[src/rtl/bist_engine.sv]
// Logic BIST controller: LFSR pattern generator, scan shift/capture sequencing and MISR compaction.
// Optional macro BIST_SIG_OUT_EN exposes the live MISR on signature_out (otherwise it is tied to 0).
module bist_engine #(
    parameter int unsigned             IN_W            = 4,
    parameter int unsigned             OUT_W           = 4,
    parameter int unsigned             LFSR_W          = 16,
    parameter logic [LFSR_W-1:0]       LFSR_POLY       = 16'hB400,
    parameter logic [LFSR_W-1:0]       LFSR_SEED       = 16'h0001,
    parameter int unsigned             SIG_W           = 16,
    parameter logic [SIG_W-1:0]        MISR_POLY       = 16'hB400,
    parameter int unsigned             CHAIN_LEN       = 8,
    parameter int unsigned             NUM_PATTERNS    = 256,
    parameter logic [SIG_W-1:0]        SIGNATURE_VALID = 16'h6BD2
) (
    input  logic              clock,
    input  logic              reset,
    input  logic              bist_start,
    input  logic [IN_W-1:0]   func_i,
    output logic [IN_W-1:0]   func_o,
    input  logic [OUT_W-1:0]  resp_i,
    output logic              scan_en_o,
    output logic              scan_o,
    input  logic              scan_i,
    output logic              uut_init_o,
    output logic              running_o,
    output logic              bist_end,
    output logic              pass_fail,
    output logic [SIG_W-1:0]  signature_out
);

    if (IN_W > LFSR_W) begin : g_err_in_w
        $error("IN_W must not exceed LFSR_W");
    end
    if (OUT_W > SIG_W) begin : g_err_out_w
        $error("OUT_W must not exceed SIG_W");
    end
    if (CHAIN_LEN < 1) begin : g_err_chain
        $error("CHAIN_LEN must be at least 1");
    end
    if (NUM_PATTERNS < 1) begin : g_err_pat
        $error("NUM_PATTERNS must be at least 1");
    end

    localparam int unsigned PAT_W = $clog2(NUM_PATTERNS + 1);
    localparam int unsigned CNT_W = $clog2(CHAIN_LEN + 1);
    // An all-zero seed would lock the LFSR at zero.
    localparam logic [LFSR_W-1:0] SEED_EFF = (LFSR_SEED == '0) ? LFSR_W'(1) : LFSR_SEED;

    typedef enum logic [2:0] {
        StIdle,
        StInit,
        StShift,
        StCapture,
        StUnload,
        StDone
    } state_t;

    state_t             state;
    logic [LFSR_W-1:0]  lfsr;
    logic [SIG_W-1:0]   misr;
    logic [CNT_W-1:0]   shift_cnt;
    logic [PAT_W-1:0]   pat_cnt;

    logic [LFSR_W-1:0]  lfsr_next;
    logic [SIG_W-1:0]   misr_shifted;
    logic               shift_last;

    assign lfsr_next    = (lfsr << 1) ^ (lfsr[LFSR_W-1] ? LFSR_POLY : '0);
    assign misr_shifted = (misr << 1) ^ (misr[SIG_W-1] ? MISR_POLY : '0);
    assign shift_last   = (shift_cnt == CNT_W'(CHAIN_LEN - 1));

    always_ff @(posedge clock) begin
        if (reset) begin
            state     <= StIdle;
            lfsr      <= '0;
            misr      <= '0;
            shift_cnt <= '0;
            pat_cnt   <= '0;
        end else begin
            case (state)
                StIdle: begin
                    if (bist_start) state <= StInit;
                end
                StInit: begin
                    lfsr      <= SEED_EFF;
                    misr      <= '0;
                    shift_cnt <= '0;
                    pat_cnt   <= '0;
                    state     <= StShift;
                end
                StShift, StUnload: begin
                    lfsr <= lfsr_next;
                    misr <= misr_shifted ^ SIG_W'(scan_i);
                    if (shift_last) begin
                        shift_cnt <= '0;
                        state     <= (state == StShift) ? StCapture : StDone;
                    end else begin
                        shift_cnt <= shift_cnt + CNT_W'(1);
                    end
                end
                StCapture: begin
                    lfsr    <= lfsr_next;
                    misr    <= misr_shifted ^ SIG_W'(resp_i);
                    pat_cnt <= pat_cnt + PAT_W'(1);
                    // pat_cnt saturates at NUM_PATTERNS because the run leaves capture here.
                    if (pat_cnt == PAT_W'(NUM_PATTERNS - 1)) state <= StUnload;
                    else state <= StShift;
                end
                StDone: begin
                    if (!bist_start) state <= StIdle;
                end
                default: state <= StIdle;
            endcase
        end
    end

    // Moore outputs decoded purely from registered state.
    assign scan_en_o  = (state == StShift) || (state == StUnload);
    assign scan_o     = scan_en_o & lfsr[LFSR_W-1];
    assign uut_init_o = (state == StInit);
    assign running_o  = (state == StInit) || (state == StShift) || (state == StCapture) ||
                        (state == StUnload);
    assign bist_end   = (state == StDone);
    assign pass_fail  = bist_end & (misr == SIGNATURE_VALID);
    assign func_o     = running_o ? lfsr[IN_W-1:0] : func_i;

`ifdef BIST_SIG_OUT_EN
    assign signature_out = misr;
`else
    assign signature_out = '0;
`endif

endmodule
[config.mk]
export PLATFORM = sky130hd
export DESIGN_NAME = bist_engine
export DESIGN_NICKNAME = d
export VERILOG_FILES = /design/src/rtl/bist_engine.sv
export SDC_FILE = /design/constraint.sdc
export NUM_CORES = 1
export LEC_CHECK = 0
export CORE_MARGIN = 2
export CORE_UTILIZATION = 45
export CTS_CLUSTER_DIAMETER = 150
export DETAILED_ROUTE_END_ITERATION = 7
export PLACE_DENSITY = 0.76
export RECOVER_POWER = 100
export SLEW_MARGIN = 10
export SYNTH_ARGS = -nofsm -noshare
export SYNTH_HDL_FRONTEND = slang
export SYNTH_SLANG_ARGS = --single-unit
[constraint.sdc]
create_clock -name clock -period 2 [get_ports clock]
set_input_delay 0.2 -clock clock [delete_from_list [all_inputs] [get_ports clock]]
set_output_delay 0.2 -clock clock [all_outputs]
set_load 0.01 [all_outputs]
# == Yosys cells after proc, flatten, opt, wreduce, memory -nomap -nowiden ==
# Cells that the tools add are included.
# classes
addsub,2
eq_ne,11
muxes,14
bitwise,6
reduce_logical,12
# op_table
cell,n
$pmux 16 s3,1
$mux 16,2
$pmux 16 s2,1
$xor 16x16->16,2
$pmux 9 s2,1
$eq 16x15->1 const B,1
$xor 16x1->16,1
$xor 16x4->16,1
$mux 3,5
$pmux 3 s5,1
$add 9x1->9 const B,1
$eq 9x8->1 const B,1
$mux 4,2
$pmux 4 s2,1
$eq 3x2->1 const B,2
$eq 3x3->1 const B,2
$ne 2x2->1 const B,3
$reduce_bool 2->1,3
$add 4x1->4 const B,1
$eq 4x3->1 const B,1
$logic_or 1x1->1,4
$eq 3x1->1 const B,1
$logic_not 3->1,1
$reduce_and 3->1,1
other kinds (4),5
# word_totals
reg_bits,48
inputBits,12
elab_cells,50

# == Logic depth before layout (Yosys ltp) ==
# depth
word_depth,5
ltp_mapped,8
ltp_nobuf,7

# == Worst setup path before layout ==
# OpenSTA, ideal clock, no wires.
# synth_timing
path_kind,reg2out
from,register state[2]
to,output port pass_fail
arrival_ps,1524
path_slack_ps,276
stages_incl_launch_ff,8
cell_sequence,dfxtp_1 -> buf_6 -> buf_6 -> buf_4 -> nand2_1 -> nor2_1 -> nand4_1 -> nor4_1
# synth_via
elab_chain_len,2
# synth_rtl
item,line_no,rtl
from (decl),58,state_t state;
from (signal assigned),74,state <= StIdle;
from (signal assigned),82,if (bist_start) state <= StInit;
from (signal assigned),89,state <= StShift;
$eq 3x3->1,123,assign bist_end = (state == StDone);
via bist_end,26,"output logic bist_end,"
$and 1x1->1,124,assign pass_fail = bist_end & (misr == SIGNATURE_VALID);
to (decl),27,"output logic pass_fail,"
# The timed path passes the listed nets, and every way through them passes these cells.

# == Worst setup path after layout ==
# layout_timing
from,register state[1]
to,output port func_o[0]
# layout_via
elab_chain_len,5
word_cells_on_any_way,8
cone_classes,4 x eq/ne; 1 x mux; 3 x reduce/logical
# layout_rtl
item,line_no,rtl
$eq 3x1->1 / $eq 3x2->1 (equally long branches),121,assign running_o = (state == StInit) || (state == StShift) || (state == StCapture) ||
$logic_or 1x1->1 (2 in series),121,
$logic_or 1x1->1 *,121,
$mux 4 *,125,assign func_o = running_o ? lfsr[IN_W-1:0] : func_i;
to (decl),19,"output logic [IN_W-1:0] func_o,"
# Mark *: on every way between the ends. The rest lies on a longest branch, timed or not.

==> metrics.md <==
| Metric | Value |
|---|---|
| DRC | `0` |
| Num CTS Buffers | `5` |
| DR iter-0 viols | `85` |
| CP max-delay cell | `dfxtp_4` |
| Register area | `969.7 um2` |
| Final GP Congestion | `0.7757` |
| Pwr per Cell Area | `789.2 nW/um2` |
| Worst min path class | `reg -> reg` |
| Period utilisation layout | `95.89%` |
| WL/cell | `12.87 um` |
| Skew final | `0.004657 ns` |
| Synth Register Bits | `48` |
| DP HPWL | `3.438 mm` |
| Largest net degree at the start of global routing | `28` |
| Critical path class | `reg -> out` |
| Max Clock Freq | `521.4 MHz` |
| Final TNS setup | `0 ns` |
| Outcome | `completed` |
| First-pass GRT wire length | `8.666 mm` |
| Worst slew pin tran | `0.5961 ns` |
| RSZ-0062 raised after global routing | `no` |
| Core Box Area | `5439 um2` |
| Cell taking the most area after synthesis | `dfxtp_1` |
| P_leak | `1.130 nW` |
| Ys flop type | `dfxtp_1` |
| Mapped Area | `2517 um2` |
| Clk root buf | `clkbuf_8` |
| Die W | `78.80 um` |
| Met3 routed WL | `173 um` |
| CP peak stage delay | `0.38 ns` |
| Crit end category | `output port` |
| CP Launch Type | `flip-flop` |
| Max layer used | `met4` |
| Slew headroom | `60.26%` |
| Synth Area per Inst | `8.448 um2` |
| Largest cells by area after synthesis | `dfxtp_1 38%, a22oi_1 8.9%, nor2_1 5.8%, buf_4 5.4%, a21oi_1 3.8%` |
| Die area | `6209 um2` |
| Post-layout util | `53.67%` |
| Final WL | `5.123 mm` |
| Antenna diodes | `0` |
| Fin. Hold Viols | `0` |
| Final Setup Violations | `0` |
| Sink Count | `48` |
| Syn-to-layout area delta | `15.95%` |
| Post-synth EDFFs | `0` |
| Cells along the critical path | `nor2_4 -> xor2_4 -> buf_6 -> mux2_2 -> clkdlybuf4s15_1` |
| Share of cells above drive strength 1 | `12.27%` |
| Vias in the first global route | `1,865` |
| Async set-reset flop share out of synthesis | `0%` |
| Required time worst endpoint | `1.80 ns` |
| Post-placement cell area | `2768 um2` |
| Gr ovfl total | `0` |
| Share of the yosys chip area belonging to registers | `38.17%` |
| Layout fillers | `513` |
| Initial antenna violation count | `0` |
| Yosys top cell area share | `38.17%` |
| Minimum clock period after layout | `1.918 ns` |
| Synth Instances | `298` |
| Final total power | `2.304 mW` |
| Met1 Routed Length | `2.446 mm` |
| Largest buffer count on any clock path | `2` |
| Worst-Skew Late Latency | `0.30 ns` |
| CTS tree | `yes` |
| Via count | `2,079` |
| Port-buffer cells | `21` |
| Critical path arrival | `1.72 ns` |
| DRT antenna net count | `0` |
| Drt pass-1 iters | `4` |
| I/O pins | `38` |
| Starting Density | `46.28%` |
| Max Cap Viol | `0` |
| Met2 wire length | `2.427 mm` |
| GRT Overall Usage | `17.29%` |
| H-tree depth | `2` |
| DIE HEIGHT | `78.80 um` |
| Final Max Tran Viols | `0` |
| Fin area | `2919 um2` |
| Yosys Warn Count | `0` |
| Final net count | `341` |
| Cell variety after synth | `50` |
| Crit Path Max Fanout | `3` |
| Multi-input gate area | `1319 um2` |
| Row count | `27` |
| Clock-pin slew on the worst setup and hold paths | `0.09 ns` |
| Via density | `5.224` |
| VDD IR max | `432.9 uV` |
-- registers in the layout (all words and copies together), names as in the netlist --
signal     flops
pat_cnt        9
state          3
misr          16
lfsr          16
shift_cnt      4
-- critical path, delay by kind of cell, from the launching register on --
family | cells | cell delay (ns)
XOR/XNOR | 1 | 0.20
buffers and inverters | 2 | 0.35
flip-flops | 1 | 0.38
multiplexers | 1 | 0.31
AND/OR/NAND/NOR | 1 | 0.17
-- report_power, final --
group | internal, mW | switching (mW)
Combinational | 0.239 | 0.306
Sequential | 0.984 | 0.0349
Clock | 0.409 | 0.330
Total | 1.63 | 0.671
-- through the flow --
stage	setup slack (ns)	cells	hold slack (ns)
CTS	0.001816	398	0.4573
global placement	0.08061	386	0.4380
finish	0.08219	398	0.4678
detailed placement	0.07380	386	0.4446
global route	0.007297	398	0.4921
floorplan	0.2757	313	0.3662
-- synth_stat cells, drive strengths merged, types with 2 or more instances --
cell / instances
and3: 2
nor2: 40
buf: 31
clkbuf: 8
a2bb2oi: 2
o31ai: 2
ha: 4
dfxtp: 48
and2: 3
nand3: 7
o21ai: 11
nor4: 3
nor2b: 7
a21oi: 19
a211oi: 2
nand4: 4
nand4b: 2
nand2: 16
a22oi: 30
inv: 10
nand3b: 6
nor3: 6
mux2: 5
mux2i: 3
nand2b: 5
xor2: 7
-- layer usage --
metal  vias to the layer above  GRT usage (%)
met4                         0          5.263
met1                       960          23.00
met2                        43          28.12
met3                         8          3.750
li1                       1068              -
met5                         -              0
-- cell type report --
cell class / count / share of cell area (%)
Timing Repair Buffer: 44 / 13.07
Tap cell: 72 / 3.086
Inverter: 10 / 1.286
Sequential cell: 48 / 33.22
Clock inverter: 2 / 1.329
Clock buffer: 6 / 2.829
Multi-Input combinational cell: 216 / 45.18
-- kinds of logic after synthesis --
kind of cell	after synthesis	share of synthesized area, %
AO/OA/AOI/OAI	75	20.13
XOR/XNOR	8	3.380
adder cells (fa/ha/maj)	4	1.988
buffers and inverters	49	11.38
flip-flops	48	38.17
multiplexers	8	3.429
other	1	0.1490
AND/OR/NAND/NOR	105	21.37
-- layout by cell type (no fill, tap or decap), drive strengths merged, types with 2 or more instances in the layout --
master,netlist,final
dfxtp,48,48
nor2,40,40
a22oi,30,30
a21oi,19,19
buf,31,17
nand2,16,16
conb,1,16
clkdlybuf4s50,0,14
clkbuf,8,14
o21ai,11,11
inv,10,10
nand3,7,7
nor2b,7,7
xor2,7,7
nand3b,6,6
nor3,6,6
nand2b,5,5
mux2,5,5
nand4,4,4
ha,4,4
and2,3,3
nor4,3,3
mux2i,3,3
a2bb2oi,2,2
o31ai,2,2
and3,2,2
nand4b,2,2
dlygate4sd2,0,2
dlymetal6s2s,0,2
a211oi,2,2
-- worst paths after layout --
check,startpoint,to,slack (ns),cells after the start
setup / recovery,state[1],func_o[0],0.08,5
hold / removal,pat_cnt[8],pat_cnt[8],0.47,2
setup reg to reg,state[1],lfsr[8],0.17,6
hold reg to reg,pat_cnt[8],pat_cnt[8],0.47,2
-- what timing repair did --
| action | in CTS | in global routing |
|---|---|---|
| endpoints found under the setup margin | 9 | 7 |
| pin swaps | 2 | 3 |
| setup buffers | 4 | 0 |
| hold buffers | 0 | 0 |
| resized for setup | 16 | 11 |
| endpoints found under the hold margin | 0 | 0 |
Power figures use the tool's default switching activity.
